--- src/rtl/mac_pkg.sv ---
// Shared types for the MAC stream controller: FSM states and the result record.
package mac_pkg;

  localparam int MAC_DATA_W = 8;
  localparam int MAC_ACC_W  = 16;

  typedef enum logic [2:0] {
    IDLE,
    PRELOAD,
    LOAD,
    STREAM,
    DRAIN
  } mac_ctrl_state_t;

  typedef struct packed {
    logic [MAC_ACC_W-1:0] data;
    logic                 last;
  } mac_result_t;

endpackage

--- src/rtl/mac_res_fifo.sv ---
// Synchronous result FIFO with occupancy count; reads come straight from the head entry.
module mac_res_fifo #(
  parameter int WIDTH = 17,
  parameter int DEPTH = 4
) (
  input  logic                   clk,
  input  logic                   reset,
  input  logic                   push_i,
  input  logic [WIDTH-1:0]       push_data_i,
  input  logic                   pop_i,
  output logic [WIDTH-1:0]       pop_data_o,
  output logic [$clog2(DEPTH):0] count_o,
  output logic                   full_o,
  output logic                   empty_o
);

  localparam int AW = $clog2(DEPTH);

  logic [WIDTH-1:0] mem_q [DEPTH];
  logic [AW-1:0]    wr_ptr_q, rd_ptr_q;
  logic [AW:0]      count_q;
  logic             do_push, do_pop;

  assign full_o     = (count_q == (AW+1)'(DEPTH));
  assign empty_o    = (count_q == '0);
  assign count_o    = count_q;
  assign do_push    = push_i && !full_o;
  assign do_pop     = pop_i && !empty_o;
  assign pop_data_o = mem_q[rd_ptr_q];

  // Pointers wrap naturally because DEPTH is a power of two.
  always_ff @(posedge clk or posedge reset) begin
    if (reset) begin
      wr_ptr_q <= '0;
      rd_ptr_q <= '0;
      count_q  <= '0;
    end else begin
      if (do_push) wr_ptr_q <= wr_ptr_q + AW'(1);
      if (do_pop)  rd_ptr_q <= rd_ptr_q + AW'(1);
      count_q <= count_q + (AW+1)'(do_push) - (AW+1)'(do_pop);
    end
  end

  // Storage array; contents are only observed through a valid head pointer.
  always_ff @(posedge clk) begin
    if (do_push) mem_q[wr_ptr_q] <= push_data_i;
  end

endmodule

--- src/rtl/mac_stream_ctrl.sv ---
// Sequencer that loads a weight into the MAC, streams activations under a
// result-FIFO credit limit, and tags the final result of each command.
module mac_stream_ctrl
  import mac_pkg::*;
#(
  parameter int DATA_W     = MAC_DATA_W,
  parameter int ACC_W      = MAC_ACC_W,
  parameter int LEN_W      = 8,
  parameter int MAC_LAT    = 2,
  parameter int FIFO_DEPTH = 4
) (
  input  logic              clk,
  input  logic              reset,
  input  logic              cmd_valid,
  output logic              cmd_ready,
  input  logic [DATA_W-1:0] cmd_weight,
  input  logic [LEN_W-1:0]  cmd_len,
  input  logic              act_valid,
  output logic              act_ready,
  input  logic [DATA_W-1:0] act_data,
  output logic [DATA_W-1:0] mac_weight_in,
  output logic              mac_preload_weight,
  output logic              mac_load_weight,
  output logic              mac_enable,
  output logic [DATA_W-1:0] mac_input_val,
  input  logic [ACC_W-1:0]  mac_out,
  input  logic              mac_out_valid,
  output logic              res_valid,
  input  logic              res_ready,
  output logic [ACC_W-1:0]  res_data,
  output logic              res_last,
  output logic              busy,
  output logic              err
);

  localparam int CW = $clog2(FIFO_DEPTH) + 1;

  mac_ctrl_state_t   state_q, state_d;
  logic [DATA_W-1:0] weight_q;
  logic [LEN_W-1:0]  remaining_q;
  logic [CW-1:0]     inflight_q;
  logic [MAC_LAT:0]  tag_q;
  logic              enable_q;
  logic [DATA_W-1:0] input_val_q;
  logic              err_q;

  logic              cmd_hs, act_hs, last_hs, ret, pop;
  logic [CW:0]       used;
  logic [CW-1:0]     fifo_count;
  logic              fifo_full, fifo_empty;
  mac_result_t       fifo_in, fifo_out;

  // A pop frees its slot in the same cycle, so it is taken off the occupancy.
  assign used    = (CW+1)'(fifo_count) + (CW+1)'(inflight_q) - (CW+1)'(pop);
  assign cmd_hs  = cmd_valid && (state_q == IDLE);
  assign act_hs  = act_valid && act_ready;
  assign last_hs = act_hs && (remaining_q == LEN_W'(1));
  assign ret     = mac_out_valid && (inflight_q != '0);
  assign pop     = res_valid && res_ready;

  assign cmd_ready          = (state_q == IDLE);
  assign act_ready          = (state_q == STREAM) && (remaining_q != '0) &&
                              (used < (CW+1)'(FIFO_DEPTH));
  assign mac_weight_in      = weight_q;
  assign mac_preload_weight = (state_q == PRELOAD);
  assign mac_load_weight    = (state_q == LOAD);
  assign mac_enable         = enable_q;
  assign mac_input_val      = input_val_q;
  assign res_valid          = !fifo_empty;
  assign res_data           = fifo_empty ? '0 : fifo_out.data;
  assign res_last           = fifo_empty ? 1'b0 : fifo_out.last;
  assign busy               = (state_q != IDLE) || !fifo_empty;
  assign err                = err_q;

  assign fifo_in.data = mac_out;
  assign fifo_in.last = tag_q[MAC_LAT];

  // FSM state register.
  always_ff @(posedge clk or posedge reset) begin
    if (reset) state_q <= IDLE;
    else       state_q <= state_d;
  end

  // Next-state logic: one cycle each for preload and load, then stream and drain.
  always_comb begin
    state_d = state_q;
    case (state_q)
      IDLE:    if (cmd_hs) state_d = PRELOAD;
      PRELOAD: state_d = LOAD;
      LOAD:    state_d = (remaining_q != '0) ? STREAM : IDLE;
      STREAM:  if (last_hs) state_d = DRAIN;
      DRAIN:   if (inflight_q == '0) state_d = IDLE;
      default: state_d = IDLE;
    endcase
  end

  // Command latch, activation issue stage, in-flight credits, last-tag pipe and error flag.
  always_ff @(posedge clk or posedge reset) begin
    if (reset) begin
      weight_q    <= '0;
      remaining_q <= '0;
      inflight_q  <= '0;
      tag_q       <= '0;
      enable_q    <= 1'b0;
      input_val_q <= '0;
      err_q       <= 1'b0;
    end else begin
      if (cmd_hs) begin
        weight_q    <= cmd_weight;
        remaining_q <= cmd_len;
      end else if (act_hs) begin
        remaining_q <= remaining_q - LEN_W'(1);
      end
      inflight_q  <= inflight_q + CW'(act_hs) - CW'(ret);
      tag_q       <= {tag_q[MAC_LAT-1:0], last_hs};
      enable_q    <= act_hs;
      input_val_q <= act_hs ? act_data : '0;
      if (mac_out_valid && (inflight_q == '0)) err_q <= 1'b1;
    end
  end

  mac_res_fifo #(
    .WIDTH ($bits(mac_result_t)),
    .DEPTH (FIFO_DEPTH)
  ) u_fifo (
    .clk         (clk),
    .reset       (reset),
    .push_i      (ret),
    .push_data_i (fifo_in),
    .pop_i       (pop),
    .pop_data_o  (fifo_out),
    .count_o     (fifo_count),
    .full_o      (fifo_full),
    .empty_o     (fifo_empty)
  );

  // The credit limit must make a push into a full FIFO impossible.
  ap_no_overflow: assert property (@(posedge clk) disable iff (reset) !(ret && fifo_full));

endmodule

--- config.mk ---
export PLATFORM = sky130hd
export DESIGN_NAME = mac_stream_ctrl
export DESIGN_NICKNAME = d
export VERILOG_FILES = /design/src/rtl/mac_pkg.sv /design/src/rtl/mac_res_fifo.sv /design/src/rtl/mac_stream_ctrl.sv
export SDC_FILE = /design/constraint.sdc
export NUM_CORES = 1
export LEC_CHECK = 0
export ABC_AREA = 1
export BUFFER_PORTS_ARGS = -buffer_cell sky130_fd_sc_hd__clkbuf_2
export CAP_MARGIN = 25
export CORE_MARGIN = 2
export CORE_UTILIZATION = 52
export CTS_BUF_LIST = sky130_fd_sc_hd__clkbuf_2 sky130_fd_sc_hd__clkbuf_4 sky130_fd_sc_hd__clkbuf_8
export DETAILED_ROUTE_END_ITERATION = 8
export PLACE_DENSITY = 0.81
export SYNTH_ARGS = -nofsm -noshare
export SYNTH_HDL_FRONTEND = slang
export SYNTH_SLANG_ARGS = --single-unit
--- constraint.sdc ---
create_clock -name clk -period 3 [get_ports clk]
set_input_delay 0.15 -clock clk [delete_from_list [all_inputs] [get_ports clk]]
set_output_delay 0.15 -clock clk [all_outputs]
set_load 0.05 [all_outputs]
==> results.tsv, run 1 <==
stage	metric	value	unit
layout	final core occ	0.659	
logic_synthesis	Mapped Avg Cell Area	10.5	um^2
layout	antenna cells	0	
logic_synthesis	mapped cell area	4880	um^2
drt	vias per std cell	5.11	
die	Initial Utilization	0.533	
layout	filler cell count	696	
place	GP Congestion	0.799	
critical_path	FF-to-FF setup slack	0.16	ns
layout	post-route cell area	6030	um^2
logic_synthesis	Commonest cells post-synth	nor2_1 (96), nand2_1 (69), edfxtp_1 (68)	
critical_path	CP endpoint	inflight_q[2]	
logic_synthesis	Syn. warnings	0	
drt	via count	3594	
drt	routed length per instance	14.4	um
critical_path	CP Cell Sequence	nor3_4 -> inv_4 -> nand2_2 -> inv_2 -> ha_4 -> inv_2 -> ha_4 -> nand3_2 -> nand2_1 -> nand2_1 -> nand2_2 -> nor2_4 -> nand3_4 -> ha_4 -> inv_2 -> ha_4 -> fa_2 -> xor2_1	
pwr	VDD IR-drop max	0.000635	V
min_path	Hold Crit Class	in -> reg	
logic_synthesis	Synth Instances	464	
timing	slew of the pin with the lowest slew margin	0.620	ns
logic_synthesis	Post-synth EDFFs	68	
grt	initial antenna violation count	0	
place	worst slack, placed	0.144	ns
die	die span in y	101	um
critical_path	Req. time, crit path	3.25	ns
cts	Bufs on Longest Clock Path	2	
run	Max-Cap Viols	0	
logic_synthesis	most common cell in the netlist	nor2_1	
pwr	Cell Pwr Density	1150	nW/um^2
grt	Tot GR Track Use	0.209	
logic_synthesis	Synth Net Count	527	
timing	Final Hold Vio Count	0	
layout	fraction of layout instances using a drive strength above 1	0.250	
grt	first-pass GRT wire length	16400	um
grt	vias in the first global route	3559	
timing	worst clock skew	0.0137	ns
logic_synthesis	Synth cell types	36	
layout	Post-layout nets	650	
die	Ports	87	
drt	residual DRC count	0	
pwr	Leak	0.00273	uW
timing	RSZ-0062 raised after global routing	false	
critical_path	R2R Path Start	u_fifo.count_o[1]	
cts	Num CTS Buffers	9	
timing	Final setup viols	0	
layout	Area Overhead vs Synth	23.7	%
cts	CTS Sinks	110	
critical_path	crit path buf inv count	4	
pwr	Final Total Pwr	6960	uW
die	# rows	35	
timing	Worst slew margin	0.587	
cts	CTS tree	yes	
layout	area of the multi-input gates	1580	um^2
die	Die X	101	um
drt	initial drt markers	150	
die	core area	9150	um^2
min_path	Worst Hold Depth	1	
logic_synthesis	top-area cell type share of the netlist area	0.419	
critical_path	crit-path max FO	3	
critical_path	Crit path top cell by count	ha_4	
logic_synthesis	top post-synthesis cells by area	edfxtp_1 (42%), dfrtp_1 (22%), nor2_1 (7.4%), nand2_1 (5.3%), ha_1 (3.8%)	
critical_path	WP depth	18	
critical_path	critical path's slowest cell	dfrtp_2	
logic_synthesis	post-synthesis sequential area ratio	0.634	
cts	clk_lat worst skew	0.36	ns
critical_path	CP startpoint	u_fifo.count_o[1]	
cts	clk root buf	clkbuf_8	
place	buffers added on ports	86	
timing	Fmax	0.352	GHz
layout	register area	3090	um^2
critical_path	Worst setup SP type	flip-flop	
timing	period utilization	0.948	
critical_path	worst reg2reg endpoint	inflight_q[2]	
grt	grt ovf	0	
drt	drt pass-1 iters	4	
cts	clk slew on worst S/H paths	0.10	ns
logic_synthesis	ys async rst share	0.382	
critical_path	R2R cell count	18	
critical_path	CP delay by family, top	adder cells	
drt	WL final	10100	um
run_status	outcome	finished, final reports clean	
place	DP HPWL	6570	um
logic_synthesis	register bit total from synthesis	110	
grt	largest net degree at the start of global routing	43	
drt	post-route ant nets	0	
critical_path	max incr delay on CP	0.45	ns
timing	hold slack	0.0290	ns
critical_path	CP Data Arrival Time	3.10	ns
die	total die area	10200	um^2
critical_path	category of the most critical setup path	reg -> reg	
place	Placement Cell Area	5520	um^2
timing	Slew Viols, Final	0	
logic_synthesis	top_reg_cell synth	edfxtp_1	
critical_path	crit end category	flip-flop	
timing	setup ws final	0.156	ns
timing	min Tclk post-route	2.84	ns
cts	H-tree levels	3	
logic_synthesis	Synth area leader	edfxtp_1	
## worst min-delay path by stage
stage,startpoint,to
floorplan,mac_out[9],u_fifo.mem_q[0][10]
global placement,reset,u_fifo.count_o[2]
detailed placement,reset,u_fifo.count_o[0]
CTS,mac_out[3],u_fifo.mem_q[1][4]
global route,mac_out[3],u_fifo.mem_q[3][4]
finish,mac_out[3],u_fifo.mem_q[1][4]
## worst reg2reg max path: cells and delay by family (launching register included)
family	cells	cell delay, ns
adders and majority gates	5	1.12
DFF	1	0.45
buffers and inverters	4	0.20
and+or+nand+nor	8	0.83
xor gates and xnor gates	1	0.14
## sequential cells by signal (all words and copies together) (netlist names)
signal           cells
u_fifo.mem_q        68
mac_enable           1
err                  1
state_q              3
mac_input_val        8
u_fifo.count_o       3
inflight_q           3
mac_weight_in        8
u_fifo.rd_ptr_q      2
tag_q                3
u_fifo.wr_ptr_q      2
remaining_q          8
## through the flow
stage	setup TNS, ns	instances
after floorplan	-0.286	464
after global placement	0	656
after detailed placement	0	656
after CTS	0	701
after global routing	0	703
final	0	703
## power breakdown
group | internal (uW) | switching (uW) | total (uW)
clock network | 398 | 507 | 905
logic | 1080 | 2710 | 3790
registers | 2040 | 230 | 2260
total | 3510 | 3450 | 6960
## cell usage in the layout (no fill, tap or decap), types with 3 or more instances in the layout
master	netlist	final
inv_2	2	5
nand2_1	69	67
xnor2_1	3	3
o21ai_1	5	5
a21oi_1	18	18
o21ai_2	6	6
inv_1	50	46
ha_1	15	11
clkbuf_8	0	9
xor2_1	4	4
nor2_1	96	96
clkbuf_2	0	86
edfxtp_1	68	68
buf_4	1	12
o21ai_0	37	37
nand3_1	7	6
dlygate4sd3_1	0	29
ha_4	0	4
nand2_2	3	5
dfrtp_1	42	41
## per-layer routing
layer / track usage / share of wire / wire (um)
met4: 0.0580 / 0.014 / 137
met5: 0 / 0 / 0
met2: 0.369 / 0.51 / 5190
met1: 0.258 / 0.43 / 4340
met3: 0.0458 / 0.042 / 424
## logic make-up after synthesis
kind of cell             after synthesis  share of synthesized area
adder cells (fa/ha/maj)               17                     0.0467
AND/OR/NAND/NOR                      189                      0.165
flip-flops                           110                      0.634
XOR/XNOR                               7                     0.0126
buffers and inverters                 68                     0.0572
AO/OA/AOI/OAI                         73                     0.0841
## repair_timing
item / CTS / global route
endpoints found under the setup margin: 0 / 1
endpoints found under the hold margin: 104 / 0
resized for setup: 0 / 1
hold buffers: 29 / 0
buffers inserted: 0 / 2
## area by class of cell
type,instances,area share
timing repair buffer,127,0.134
inverter,53,0.0334
sequential,110,0.513
tap,111,0.0230
clock buffer,9,0.0205
multi-input combinational,286,0.262
clock inverter,7,0.0139
No activity file was read; power rests on OpenSTA's default activity.
==> run 2: changes to the inputs <==
Settings changed: CORE_ASPECT_RATIO set to 0.8.
==> run 2 against run 1 <==
Combinational power barely moved. Utilization rose by 0.50 points. Clock-buffer cell count rose by 1. Worst setup slack improved by 0.00077 ns. Sequential cell count did not move. Sequential share of layout area barely moved. Clock skew fell by 0.0048 ns. Via count fell by 0.39%. Worst hold slack got worse by 0.0081 ns. Critical path depth did not move. Sequential power barely moved. First-iteration DRC count rose by 51%.
==> results.tsv, run 2 (synthesis gave the netlist of run 1 again) <==
stage	metric	value	unit	change
layout	final core occ	0.664		+0.00499
critical_path	Req. time, crit path	3.27	ns	+0.02 ns
critical_path	max incr delay on CP	0.44	ns	about the same
layout	Area Overhead vs Synth	23.6	%	about the same
critical_path	Worst setup SP type	flip-flop		
pwr	P_sw	3480	uW	+0.83%
cts	clk slew on worst S/H paths	0.10	ns	about the same
pwr	clock power share	0.119		-0.011
critical_path	Crit path top cell by count	ha_4		
grt	largest net degree at the start of global routing	36		-16%
drt	highest metal used	met4		
critical_path	category of the most critical setup path	reg -> reg		
timing	setup TNS	0	ns	unchanged
grt	first-pass GRT wire length	17000	um	+3.6%
drt	routed wire length on met3	512	um	+21%
timing	Final setup viols	0		unchanged
drt	residual DRC count	0		unchanged
critical_path	FF-to-FF setup slack	0.16	ns	about the same
timing	slew of the pin with the lowest slew margin	0.600	ns	-0.0196 ns
timing	worst clock skew	0.00896	ns	-0.00479 ns
layout	max reg flops	68		unchanged
place	GP Congestion	0.821		+2.7%
pwr	Int Pwr	3430	uW	-2.4%
layout	most common cell after layout, fill and taps aside	nor2_1		
drt	vias per std cell	5.06		-0.95%
cts	Num CTS Buffers	9		unchanged
grt	Tot GR Track Use	0.214		+0.00584
critical_path	crit end category	flip-flop		
timing	Slew Viols, Final	0		unchanged
pwr	Cell Pwr Density	1150	nW/um^2	-0.70%
layout	antenna cells	0		unchanged
drt	post-route ant nets	0		unchanged
critical_path	CP Cell Sequence	nor3_4 -> inv_4 -> nand2_2 -> inv_2 -> ha_4 -> inv_2 -> ha_4 -> nand3_2 -> nand2_1 -> nand2_1 -> nand2_2 -> nor2_4 -> nand3_4 -> ha_4 -> inv_2 -> ha_4 -> fa_2 -> xor2_1		
layout	commonest non-fill, non-tap cells in the layout	nor2_1 (96), clkbuf_2 (86), edfxtp_1 (68)		
cts	H-tree levels	3		unchanged
critical_path	crit-path max FO	3		unchanged
critical_path	R2R Path Start	u_fifo.count_o[0]		
drt	via count	3580		-0.39%
layout	post-route cell area	6030	um^2	about the same
critical_path	CP Data Arrival Time	3.12	ns	+0.02 ns
cts	clk_lat worst skew	0.38	ns	+0.02 ns
die	Initial Utilization	0.537		+0.00448
grt	vias in the first global route	3652		+2.6%
pwr	Logic pwr share	0.553		+0.008
place	buffers added on ports	86		unchanged
grt	initial antenna violation count	0		unchanged
critical_path	worst reg2reg endpoint	inflight_q[2]		
drt	routed length per instance	14.9	um	+3.5%
min_path	Worst Hold Depth	3		+2
cts	CTS Sinks	110		unchanged
pwr	VDD IR-drop max	0.000949	V	+49%
layout	Post-layout nets	650		unchanged
run_status	outcome	finished, final reports clean		
pwr	sequential power share	0.328		+0.003
cts	CTS tree	yes		
die	Die X	112	um	+11%
drt	drt pass-1 iters	4		unchanged
critical_path	CP startpoint	u_fifo.count_o[0]		
layout	fraction of layout instances using a drive strength above 1	0.243		-0.00676
min_path	Hold Crit Class	in -> reg		
drt	WL met1	4420	um	+1.7%
pwr	Leak	0.00271	uW	-0.71%
timing	period utilization	0.948		about the same
grt	grt ovf	0		unchanged
die	die span in y	90.6	um	-10%
critical_path	critical path's slowest cell	dfrtp_1		
timing	min Tclk post-route	2.84	ns	-0.000774 ns
cts	clk root buf	clkbuf_8		
timing	Fmax	0.352	GHz	about the same
timing	Worst slew margin	0.597		+0.0106
layout	largest reg by FF count	u_fifo.mem_q		
critical_path	CP endpoint	inflight_q[2]		
drt	WL final	10500	um	+4.1%
place	Placement Cell Area	5530	um^2	+0.18%
die	total die area	10200	um^2	about the same
pwr	Switching Fraction	0.504		+0.00802
drt	wire length on met2	5410	um	+4.4%
drt	initial drt markers	226		+51%
critical_path	R2R cell count	18		unchanged
die	# rows	31		-11%
timing	Final Hold Vio Count	0		unchanged
cts	Bufs on Longest Clock Path	2		unchanged
run	Max-Cap Viols	0		unchanged
die	Ports	87		unchanged
place	DP HPWL	6780	um	+3.2%
die	core area	9080	um^2	-0.83%
[run 2: cell types whose count changed in the layout (fill, tap and decap cells not counted), sizes merged]
cell         previous run  this run
buf                    12         9
bufinv                  1         0
clkbuf                 95        96
clkinvlp                0         1
dlygate4sd3            29        32
inv                    54        53
[run 2: cell type report]
type / instances / area [um^2]
fill: 677 / 3050
clock buffer: 10 / 131
tap: 115 / 144
multi-input combinational: 286 / 1580
sequential: 110 / 3090
clock inverter: 6 / 45.0
timing repair buffer: 127 / 831
inverter: 53 / 201
[run 2: worst max-delay path, delay by kind of cell (launching register included)]
kind / cells / cell delay [ns]
fa+ha+maj: 5 / 1.13
simple gates: 8 / 0.84
flops: 1 / 0.44
buf+inv: 4 / 0.19
xor+xnor: 1 / 0.14
[run 2: metal layers]
layer	vias to the layer above	track usage
met5	-	0
met2	116	0.382
met1	1684	0.265
met3	18	0.0450
li1	1762	-
met4	0	0.0610
[run 2: timing repair]
action	CTS	global route
setup endpoints to repair	0	1
gates resized for setup	0	1
hold endpoints to repair	87	0
setup buffers	0	0
hold buffers	32	0
[run 2: power groups by stage]
stage | Combinational (uW) | Sequential, uW | Clock (uW)
2_1_floorplan | 2720 | 2500 | 0
3_3_place_gp | 3640 | 2270 | 0
3_5_place_dp | 3780 | 2300 | 0
4_1_cts | 3830 | 2260 | 842
5_1_grt | 4180 | 2310 | 891
6_report | 3820 | 2270 | 824
[run 2: how the worst min path moves through the flow]
stage	slack, ns	from	endpoint
floorplan	0.25	mac_out[9]	u_fifo.mem_q[0][10]
global route	0.02	mac_out_valid	err
global placement	0.12	reset	u_fifo.count_o[1]
finish	0.02	mac_out_valid	err
CTS	0.008	mac_out[5]	u_fifo.mem_q[2][6]
detailed placement	0.13	reset	u_fifo.count_o[1]
[run 2: per-stage QoR]
stage / hold WS (ns) / setup WS [ns] / total power [uW] / cells
floorplan: 0.249 / -0.158 / 5220 / 464
global placement: 0.119 / 0.233 / 5910 / 659
detailed placement: 0.129 / 0.129 / 6070 / 659
CTS: 0.00759 / 0.109 / 6930 / 707
global route: 0.0175 / -0.00910 / 7380 / 707
finish: 0.0209 / 0.157 / 6910 / 707
